--- src/rtl/output_deskew_register_pkg.sv ---
// Shared sizing defaults, FSM encoding and lane slicing helper for the
// output deskew register and its row FIFO.
package output_deskew_register_pkg;

  localparam int DEF_DATASIZE   = 16;
  localparam int DEF_ARRAYWIDTH = 4;

  typedef enum logic [1:0] {
    ST_IDLE = 2'd0,
    ST_FILL = 2'd1,
    ST_EMIT = 2'd2
  } state_t;

  // Low bit position of a lane inside a packed row.
  function automatic int lane_lo(input int lane, input int dsize);
    return lane * dsize;
  endfunction

endpackage

--- src/rtl/deskew_row_fifo.sv ---
// W-entry synchronous row FIFO; head entry is read straight from the array
// so the consumer sees it the cycle after the push.
module deskew_row_fifo #(
  parameter int WIDTH = 8,
  parameter int DEPTH = 4
) (
  input  logic             clk,
  input  logic             rst_n,
  input  logic             push,
  input  logic [WIDTH-1:0] push_data,
  input  logic             pop,
  output logic [WIDTH-1:0] head_data,
  output logic             full,
  output logic             empty
);

  localparam int PW = (DEPTH > 1) ? $clog2(DEPTH) : 1;
  localparam int CW = $clog2(DEPTH + 1);

  logic [WIDTH-1:0] mem_reg [DEPTH];
  logic [PW-1:0]    rd_ptr_reg;
  logic [PW-1:0]    wr_ptr_reg;
  logic [CW-1:0]    count_reg;
  logic             do_push;
  logic             do_pop;

  function automatic logic [PW-1:0] ptr_inc(input logic [PW-1:0] p);
    return (p == PW'(DEPTH - 1)) ? '0 : p + 1'b1;
  endfunction

  assign full    = (count_reg == CW'(DEPTH));
  assign empty   = (count_reg == '0);
  assign do_pop  = pop && !empty;
  // A full FIFO still takes a push when the head leaves in the same cycle.
  assign do_push = push && (!full || do_pop);

  always_ff @(posedge clk or negedge rst_n) begin
    if (!rst_n) begin
      for (int k = 0; k < DEPTH; k++) begin
        mem_reg[k] <= '0;
      end
      rd_ptr_reg <= '0;
      wr_ptr_reg <= '0;
      count_reg  <= '0;
    end else begin
      if (do_push) begin
        mem_reg[wr_ptr_reg] <= push_data;
        wr_ptr_reg          <= ptr_inc(wr_ptr_reg);
      end
      if (do_pop) begin
        rd_ptr_reg <= ptr_inc(rd_ptr_reg);
      end
      case ({do_push, do_pop})
        2'b10:   count_reg <= count_reg + 1'b1;
        2'b01:   count_reg <= count_reg - 1'b1;
        default: count_reg <= count_reg;
      endcase
    end
  end

  assign head_data = mem_reg[rd_ptr_reg];

endmodule

--- src/rtl/output_deskew_register.sv ---
// Realigns staggered systolic drain lanes into whole rows and queues them
// for a valid/ready writeback consumer.
module output_deskew_register
  import output_deskew_register_pkg::*;
#(
  parameter int DATASIZE   = DEF_DATASIZE,
  parameter int ARRAYWIDTH = DEF_ARRAYWIDTH,
  parameter int ROWW       = (ARRAYWIDTH > 1) ? $clog2(ARRAYWIDTH) : 1
) (
  input  logic                           clk,
  input  logic                           rst_n,
  input  logic                           drain_start,
  input  logic                           in_valid,
  input  logic [ARRAYWIDTH*DATASIZE-1:0] in_data,
  output logic                           out_valid,
  input  logic                           out_ready,
  output logic [ARRAYWIDTH*DATASIZE-1:0] out_data,
  output logic [ROWW-1:0]                out_row,
  output logic                           out_last,
  output logic                           busy,
  output logic                           overflow,
  output logic                           protocol_err
);

  localparam int W  = ARRAYWIDTH;
  localparam int SW = $clog2(2 * W);
  localparam int EW = W * DATASIZE + ROWW + 1;

  state_t                  state_reg;
  logic [SW-1:0]           slot_reg;
  logic                    overflow_reg;
  logic                    protocol_err_reg;
  logic                    adv;
  logic                    push;
  logic                    pop;
  logic                    fifo_full;
  logic                    fifo_empty;
  logic [W*DATASIZE-1:0]   aligned_row;
  logic [ROWW-1:0]         row_idx;
  logic                    row_last;
  logic [EW-1:0]           head_entry;

  assign adv      = in_valid && (state_reg != ST_IDLE);
  assign push     = adv && (state_reg == ST_EMIT);
  assign pop      = out_valid && out_ready;
  assign row_idx  = ROWW'(slot_reg - SW'(W - 1));
  assign row_last = (row_idx == ROWW'(W - 1));

  // Lane gi arrived W-1-gi slots ahead of the row-completing sample.
  for (genvar gi = 0; gi < W; gi++) begin : g_lane
    localparam int D  = W - 1 - gi;
    localparam int LO = lane_lo(gi, DATASIZE);
    if (D == 0) begin : g_direct
      assign aligned_row[LO +: DATASIZE] = in_data[LO +: DATASIZE];
    end else begin : g_delay
      logic [DATASIZE-1:0] dl_reg [D];
      always_ff @(posedge clk or negedge rst_n) begin
        if (!rst_n) begin
          for (int k = 0; k < D; k++) begin
            dl_reg[k] <= '0;
          end
        end else if (adv) begin
          dl_reg[0] <= in_data[LO +: DATASIZE];
          for (int k = 1; k < D; k++) begin
            dl_reg[k] <= dl_reg[k-1];
          end
        end
      end
      assign aligned_row[LO +: DATASIZE] = dl_reg[D-1];
    end
  end

  always_ff @(posedge clk or negedge rst_n) begin
    if (!rst_n) begin
      state_reg        <= ST_IDLE;
      slot_reg         <= '0;
      overflow_reg     <= 1'b0;
      protocol_err_reg <= 1'b0;
    end else begin
      if (push && fifo_full && !pop) begin
        overflow_reg <= 1'b1;
      end
      case (state_reg)
        ST_IDLE: begin
          if (drain_start) begin
            slot_reg  <= '0;
            state_reg <= (W == 1) ? ST_EMIT : ST_FILL;
          end
        end
        ST_FILL: begin
          if (drain_start) begin
            protocol_err_reg <= 1'b1;
          end
          if (in_valid) begin
            slot_reg <= slot_reg + 1'b1;
            if (slot_reg == SW'(W - 2)) begin
              state_reg <= ST_EMIT;
            end
          end
        end
        ST_EMIT: begin
          if (drain_start) begin
            protocol_err_reg <= 1'b1;
          end
          if (in_valid) begin
            if (slot_reg == SW'(2 * W - 2)) begin
              slot_reg  <= '0;
              state_reg <= ST_IDLE;
            end else begin
              slot_reg <= slot_reg + 1'b1;
            end
          end
        end
        default: begin
          state_reg <= ST_IDLE;
          slot_reg  <= '0;
        end
      endcase
    end
  end

  deskew_row_fifo #(
    .WIDTH (EW),
    .DEPTH (W)
  ) u_fifo (
    .clk       (clk),
    .rst_n     (rst_n),
    .push      (push),
    .push_data ({aligned_row, row_idx, row_last}),
    .pop       (pop),
    .head_data (head_entry),
    .full      (fifo_full),
    .empty     (fifo_empty)
  );

  assign {out_data, out_row, out_last} = head_entry;
  assign out_valid    = !fifo_empty;
  assign busy         = (state_reg != ST_IDLE);
  assign overflow     = overflow_reg;
  assign protocol_err = protocol_err_reg;

endmodule

--- config.mk ---
export PLATFORM = sky130hd
export DESIGN_NAME = output_deskew_register
export DESIGN_NICKNAME = d
export VERILOG_FILES = /design/src/rtl/output_deskew_register_pkg.sv /design/src/rtl/deskew_row_fifo.sv /design/src/rtl/output_deskew_register.sv
export SDC_FILE = /design/constraint.sdc
export NUM_CORES = 1
export LEC_CHECK = 0
export ABC_CLOCK_PERIOD_IN_PS = 6600
export CORE_MARGIN = 2
export CORE_UTILIZATION = 40
export DETAILED_ROUTE_END_ITERATION = 6
export HOLD_SLACK_MARGIN = 0.05
export SKIP_CTS_REPAIR_TIMING = 1
export SLEW_MARGIN = 40
export SYNTH_ARGS = -nofsm -noshare
export SYNTH_HDL_FRONTEND = slang
export SYNTH_SLANG_ARGS = --single-unit
--- constraint.sdc ---
create_clock -name clk -period 6.6 [get_ports clk]
set_input_delay 0.99 -clock clk [delete_from_list [all_inputs] [get_ports clk]]
set_output_delay 0.99 -clock clk [all_outputs]
set_load 0.02 [all_outputs]
Yosys cells after proc, flatten, opt, wreduce, memory -nomap -nowiden
Index checks and enable logic that the tools add are counted.
{"block": "word_totals", "reg_bits": 378, "input_bits": 69, "output_inout_bits": 71, "wordCells": 83}
{"block": "classes", "addsub": 6, "n_lt_le_gt_ge": 3, "eq_ne": 15, "mux": 20, "bitwise_logic": 2, "reduce_logical": 20}
{"cell": "bitwise mux 268 bit", "count": 1}
{"cell": "2-to-1 mux 67 bit", "count": 3}
{"cell": "binary-select mux 67 bit (select 2 bit)", "count": 1}
{"cell": "demux 67 bit (select 2 bit)", "count": 1}
{"cell": "2-to-1 mux 2 bit", "count": 7}
{"cell": "2-to-1 mux 3 bit", "count": 4}
{"cell": "equality test 2 bit (second input constant)", "count": 5}
{"cell": "one-hot mux 3 bit (3 select lines)", "count": 1}
{"cell": "logical AND 1 bit", "count": 8}
{"cell": "!= test 2 bit (second input constant)", "count": 4}
{"cell": "adder 3 x 1 -> 3 bit (second input constant)", "count": 2}
{"cell": "equality test 3 bit (second input constant)", "count": 2}
{"cell": "greater-or-equal comparator 3 bit (second input constant)", "count": 2}
{"cell": "inverter 2 -> 3 bit", "count": 2}
{"cell": "one-hot mux 2 bit (3 select lines)", "count": 1}
{"cell": "one-hot mux 3 bit (2 select lines)", "count": 1}
{"cell": "AND reduction 5 bit", "count": 1}
{"cell": "adder 2 x 1 -> 2 bit (second input constant)", "count": 2}
{"cell": "equality test 2 x 1 -> 1 bit (second input constant)", "count": 2}
{"cell": "nonzero test 2 bit", "count": 2}
{"cell": "equality test 3 x 2 -> 1 bit (second input constant)", "count": 1}
{"cell": "logical NOT 1 bit", "count": 3}
{"cell": "logical NOT 3 bit", "count": 1}
{"cell": "less-than comparator 3 x 1 -> 1 bit (second input constant)", "count": 1}
{"cell": "8 further kinds", "count": 8}

Depth between registers and ports, before layout
{"block": "logic_depth", "depth_word": 8, "ltp_mapped": 12, "depth_no_buf": 11}

Modules after synthesis
A second synthesis with hierarchy kept.
{"block": "hier_totals", "hier_cells": 1142, "hier_area_um2": 16046.6}
{"mod": "deskew_row_fifo", "instances": 1, "cells_each": 691, "area_each_um2": 11994.0, "seq_area_each_um2": 6881.6}
{"mod": "output_deskew_register", "instances": 1, "cells_each": 451, "area_each_um2": 4052.6, "seq_area_each_um2": 2577.5}

Worst setup path after synthesis
No wires, ideal clock.
{"block": "synth_path", "kind": "input to register", "startpoint": "input out_ready", "endpoint": "register u_fifo.count_reg[2]", "setup_time_ns": 0.079, "arrival_time_ns": 2.854, "required_time_ns": 6.521, "slack_ns": 3.667, "stages": 10, "n_path_buf": 1, "cell_sequence": "or4b_4 -> buf_6 -> and2_1 -> inv_1 -> ha_1 -> inv_1 -> fa_1 -> xor2_1 -> nor2_1 -> xor2_1"}
{"block": "synth_via", "elab_chain_len": 6, "elab_cells_between_ends": 8, "cone_classes": "eq/ne (2); mux (1); reduce/logical (5)"}
{"item": "start, declared", "line": "output_deskew_register.sv:16", "text": "input logic out_ready,"}
{"item": "logical AND 1 bit (*)", "line": "output_deskew_register.sv:45", "text": "assign pop = out_valid && out_ready;"}
{"item": "logical AND 1 bit (*)", "line": "deskew_row_fifo.sv:33", "text": "assign do_pop = pop && !empty;"}
{"item": "logical OR 1 bit", "line": "deskew_row_fifo.sv:35", "text": "assign do_push = push && (!full || do_pop);"}
{"item": "logical AND 1 bit", "line": "deskew_row_fifo.sv:35"}
{"item": "equality test 2 x 1 -> 1 bit / equality test 2 bit (equally long branches)", "line": "deskew_row_fifo.sv:53", "text": "case ({do_push, do_pop})"}
{"item": "one-hot mux 3 bit (2 select lines) / nonzero test 2 bit (equally long branches)"}
{"item": "end signal, assigned", "line": "deskew_row_fifo.sv:54", "text": "2'b10: count_reg <= count_reg + 1'b1;"}
{"item": "end signal, assigned", "line": "deskew_row_fifo.sv:55", "text": "2'b01: count_reg <= count_reg - 1'b1;"}
{"item": "end signal, assigned", "line": "deskew_row_fifo.sv:56", "text": "default: count_reg <= count_reg;"}
{"item": "end, declared", "line": "deskew_row_fifo.sv:23", "text": "logic [CW-1:0] count_reg;"}
Every way passes the cells marked *; elsewhere a longest branch is shown, timed or not.
A chain may end at the register's enable or synchronous reset.

Worst setup path after layout
{"block": "layout_path", "startpoint": "register u_fifo.rd_ptr_reg[1]", "endpoint": "output out_data[21]"}
{"block": "layout_via", "elab_chain_len": 4}
{"item": "start, declared", "line": "deskew_row_fifo.sv:21", "text": "logic [PW-1:0] rd_ptr_reg;"}
{"item": "start signal, assigned", "line": "deskew_row_fifo.sv:51", "text": "rd_ptr_reg <= ptr_inc(rd_ptr_reg);"}
{"item": "inverter 2 -> 3 bit (not written as such)", "line": "deskew_row_fifo.sv:61", "text": "assign head_data = mem_reg[rd_ptr_reg];"}
{"item": "binary-select mux 67 bit (select 2 bit)", "line": "deskew_row_fifo.sv:61"}
{"item": "2-to-1 mux 67 bit (not written as such) (2 in a row)", "line": "deskew_row_fifo.sv:61"}
{"item": "end, declared", "line": "output_deskew_register.sv:17", "text": "output logic [ARRAYWIDTH*DATASIZE-1:0] out_data,"}
Every way passes these cells. The select of a mux whose other input is x is not followed.

==> metrics.md <==
| Metric | Value |
|---|---|
| Clk slew on worst S/H paths | `0.06 ns` |
| Die height | `205 um` |
| Synth-to-layout area growth | `20.1%` |
| Maxcap violations | `0` |
| Buf/Inv on CP | `2` |
| GRT overflow | `0` |
| Vias per inst | `5.12` |
| DR WL/cell | `19.8 um` |
| Worst reg-to-reg path cell count | `6` |
| Met3 wire len | `1100 um` |
| PD cells | `519 mW/mm2` |
| Top-area cell type share of the netlist area | `0.584` |
| Synthesized area per cell | `17.1 um2` |
| Antenna-violating nets left | `0` |
| GPL Wtd Cong | `0.719` |
| Initial antenna violation count | `0` |
| VDD IR-drop max | `0.240 mV` |
| First-pass GRT wire length | `52300 um` |
| Cell count after synthesis | `946` |
| Seq/Total Area, Yosys | `0.584` |
| Setup-failing EPs final | `0` |
| H-tree Lvls | `2` |
| Synth area leaders | `dfrtp_1 (58%), mux2_2 (23%), mux4_2 (9.3%), mux2_4 (2.2%), buf_12 (0.99%)` |
| Nets@finish | `1172` |
| Starting DRT DRC Count | `343` |
| RSZ-0062 raised after global routing | `no` |
| DIE AREA | `0.0421 mm2` |
| CTS Sinks | `378` |
| Yosys top cell by area | `dfrtp_1` |
| Max Used Layer | `met4` |
| CTS buffer count | `42` |
| Reg area | `0.00947 mm2` |
| Class of the worst hold path | `in -> async` |
| Fin. max-slew vios | `0` |
| Flops & latches, synth | `378` |
| Fillers | `3456` |
| Most frequent cells in the layout | `dfrtp_1 (376), mux2_2 (333), clkdlybuf4s50_1 (138)` |
| Clock buffer depth | `3` |
| Critical path, cell by cell | `buf_4 -> mux4_2 -> clkdlybuf4s50_1` |
| Syn_nets | `1028` |
| LEAKAGE | `0.00860 uW` |
| WL met1 | `14900 um` |
| Largest delay share family, worst path | `buffers and inverters` |
| Non-Filler Instances | `1647` |
| Root Driver | `clkbuf_16` |
| Vias in the first global route | `9057` |
| Worst Path Class, Setup | `reg -> out` |
| Worst-path fanout max | `38` |
| Crit. End Element | `output pin` |
| Overall Global Routing Usage | `0.161` |
| Multi-input logic area | `0.00621 mm2` |
| Startpoint Class | `flop` |
| Cell variety after synth | `36` |
| Max reg flops | `268` |
| First-pass DRT Iterations | `4` |
| Status | `finished clean` |
| # rows | `73` |
| Critical R2R Capture | `u_fifo.mem_reg[191]` |
| Via count | `8428` |
| Fin crit period | `4.01 ns` |
| Achievable Freq | `249 MHz` |
| Worst Path Required | `5.61 ns` |
| Commonest non-fill, non-tap cell in the layout | `dfrtp_1` |
| Share of layout cells above drive strength 1 | `0.465` |
| Reg-to-reg startpoint | `state_reg[0]` |
| Largest net degree at the start of global routing | `100` |
| CTS tree | `built` |
| Die W | `205 um` |
| DRC viols | `0` |
| Post-Syn Area | `0.0162 mm2` |
| Dpl cells | `1571` |
| Port bufs | `139` |
| Ys Warns | `0` |
| CP peak stage delay | `0.79 ns` |
| Total Wirelength | `32600 um` |
| Sum Neg Setup Slack | `0 ns` |
| Starting Density | `0.407` |
| Slew HR | `0.482` |
| Worst-margin pin slew | `0.778 ns` |
| Clk Latency, worst-skew pair | `0.55 ns` |
| Worst R2R Setup Slack | `3.66 ns` |
| Core area | `0.0398 mm2` |
| Setup Skew | `0.0106 ns` |
| Critical Path AT | `3.02 ns` |
| Met2 Routed Length | `16100 um` |
| DP HPWL | `20200 um` |
| Crit-path slowest cell | `dfrtp_4` |
| Final number of hold-violating endpoints | `0` |
| Ports | `140` |
| Final worst path period share | `0.608` |
| Ant. Diodes | `0` |
==> kinds of logic after synthesis <==
kind of cell | count (synthesis) | synth area share
muxes | 426 | 0.348
DFF | 378 | 0.584
buffers and inverters | 68 | 0.0331
and+or+nand+nor | 33 | 0.0131
AOI/OAI and AO/OA | 25 | 0.00935
adders and majority gates | 13 | 0.0105
xor gates and xnor gates | 3 | 0.00162
==> worst max path at each step <==
| stage | startpoint | end | slack (ns) | depth (start not counted) |
|---|---|---|---|---|
| 2_1_floorplan | out_ready | u_fifo.count_reg[2] | 3.67 | 10 |
| 6_report | u_fifo.rd_ptr_reg[1] | out_data[21] | 2.59 | 3 |
| 5_1_grt | u_fifo.rd_ptr_reg[1] | out_data[21] | 2.46 | 3 |
| 4_1_cts | u_fifo.rd_ptr_reg[1] | out_data[21] | 2.50 | 3 |
| 3_5_place_dp | out_ready | u_fifo.mem_reg[182] | 2.80 | 5 |
| 3_3_place_gp | in_valid | u_fifo.mem_reg[110] | 2.78 | 5 |
==> area by class of cell <==
type,count,share of cell area
Sequential cell,378,0.487
Multi-Input combinational cell,500,0.319
Timing Repair Buffer,157,0.0852
Clock buffer,65,0.0685
Tap cell,525,0.0338
Clock inverter,11,0.00457
Inverter,11,0.00212
==> power by group <==
group / internal [uW] / total, uW / switching (uW) / leakage [uW]
logic: 2160 / 3670 / 1500 / 0.00319
registers: 3410 / 4080 / 678 / 0.00471
clock network: 1430 / 2350 / 920 / 0.000703
total: 7000 / 10100 / 3100 / 0.00860
==> layer usage <==
metal | global-route usage | vias up
met5 | 0 | -
li1 | - | 3757
met3 | 0.0312 | 38
met2 | 0.264 | 127
met4 | 0.0388 | 0
met1 | 0.221 | 4506
==> stage by stage <==
step / hold slack, ns / cell area [um2] / power (uW) / setup WS (ns) / utilization
detailed placement: 0.445 / 18000 / 7870 / 2.80 / 0.453
CTS: 0.330 / 19400 / 10300 / 2.50 / 0.488
global route: 0.344 / 19400 / 10700 / 2.46 / 0.488
finish: 0.344 / 19400 / 10100 / 2.59 / 0.488
floorplan: 0.444 / 16200 / 6440 / 3.67 / -
global placement: 0.441 / 17900 / 7770 / 2.78 / 0.449
==> worst register-to-register path, cell delays in order (launching register included) <==
cell,delay (ns)
dfrtp_1,0.40
inv_1,0.09
ha_1,0.31
and3b_1,0.46
nand3_4,0.64
buf_4,0.58
mux2_2,0.34
==> cell usage after synthesis (all sizes together) <==
library cell  number
a21boi             1
a21o               2
a21oi              2
a31o               1
and2               1
and3b              1
buf               48
clkbuf             9
dfrtp            378
fa                 1
ha                12
inv               11
mux2             357
mux2i              2
mux4              67
nand2             16
nand2b             1
nand3              4
nor2               3
nor2b              2
nor3               2
o21ai             13
o21bai             2
o22ai              2
o2bb2ai            1
o31a               1
or2                1
or3                1
or4b               1
xnor2              1
xor2               2
No activity file was read; power rests on OpenSTA's default activity.
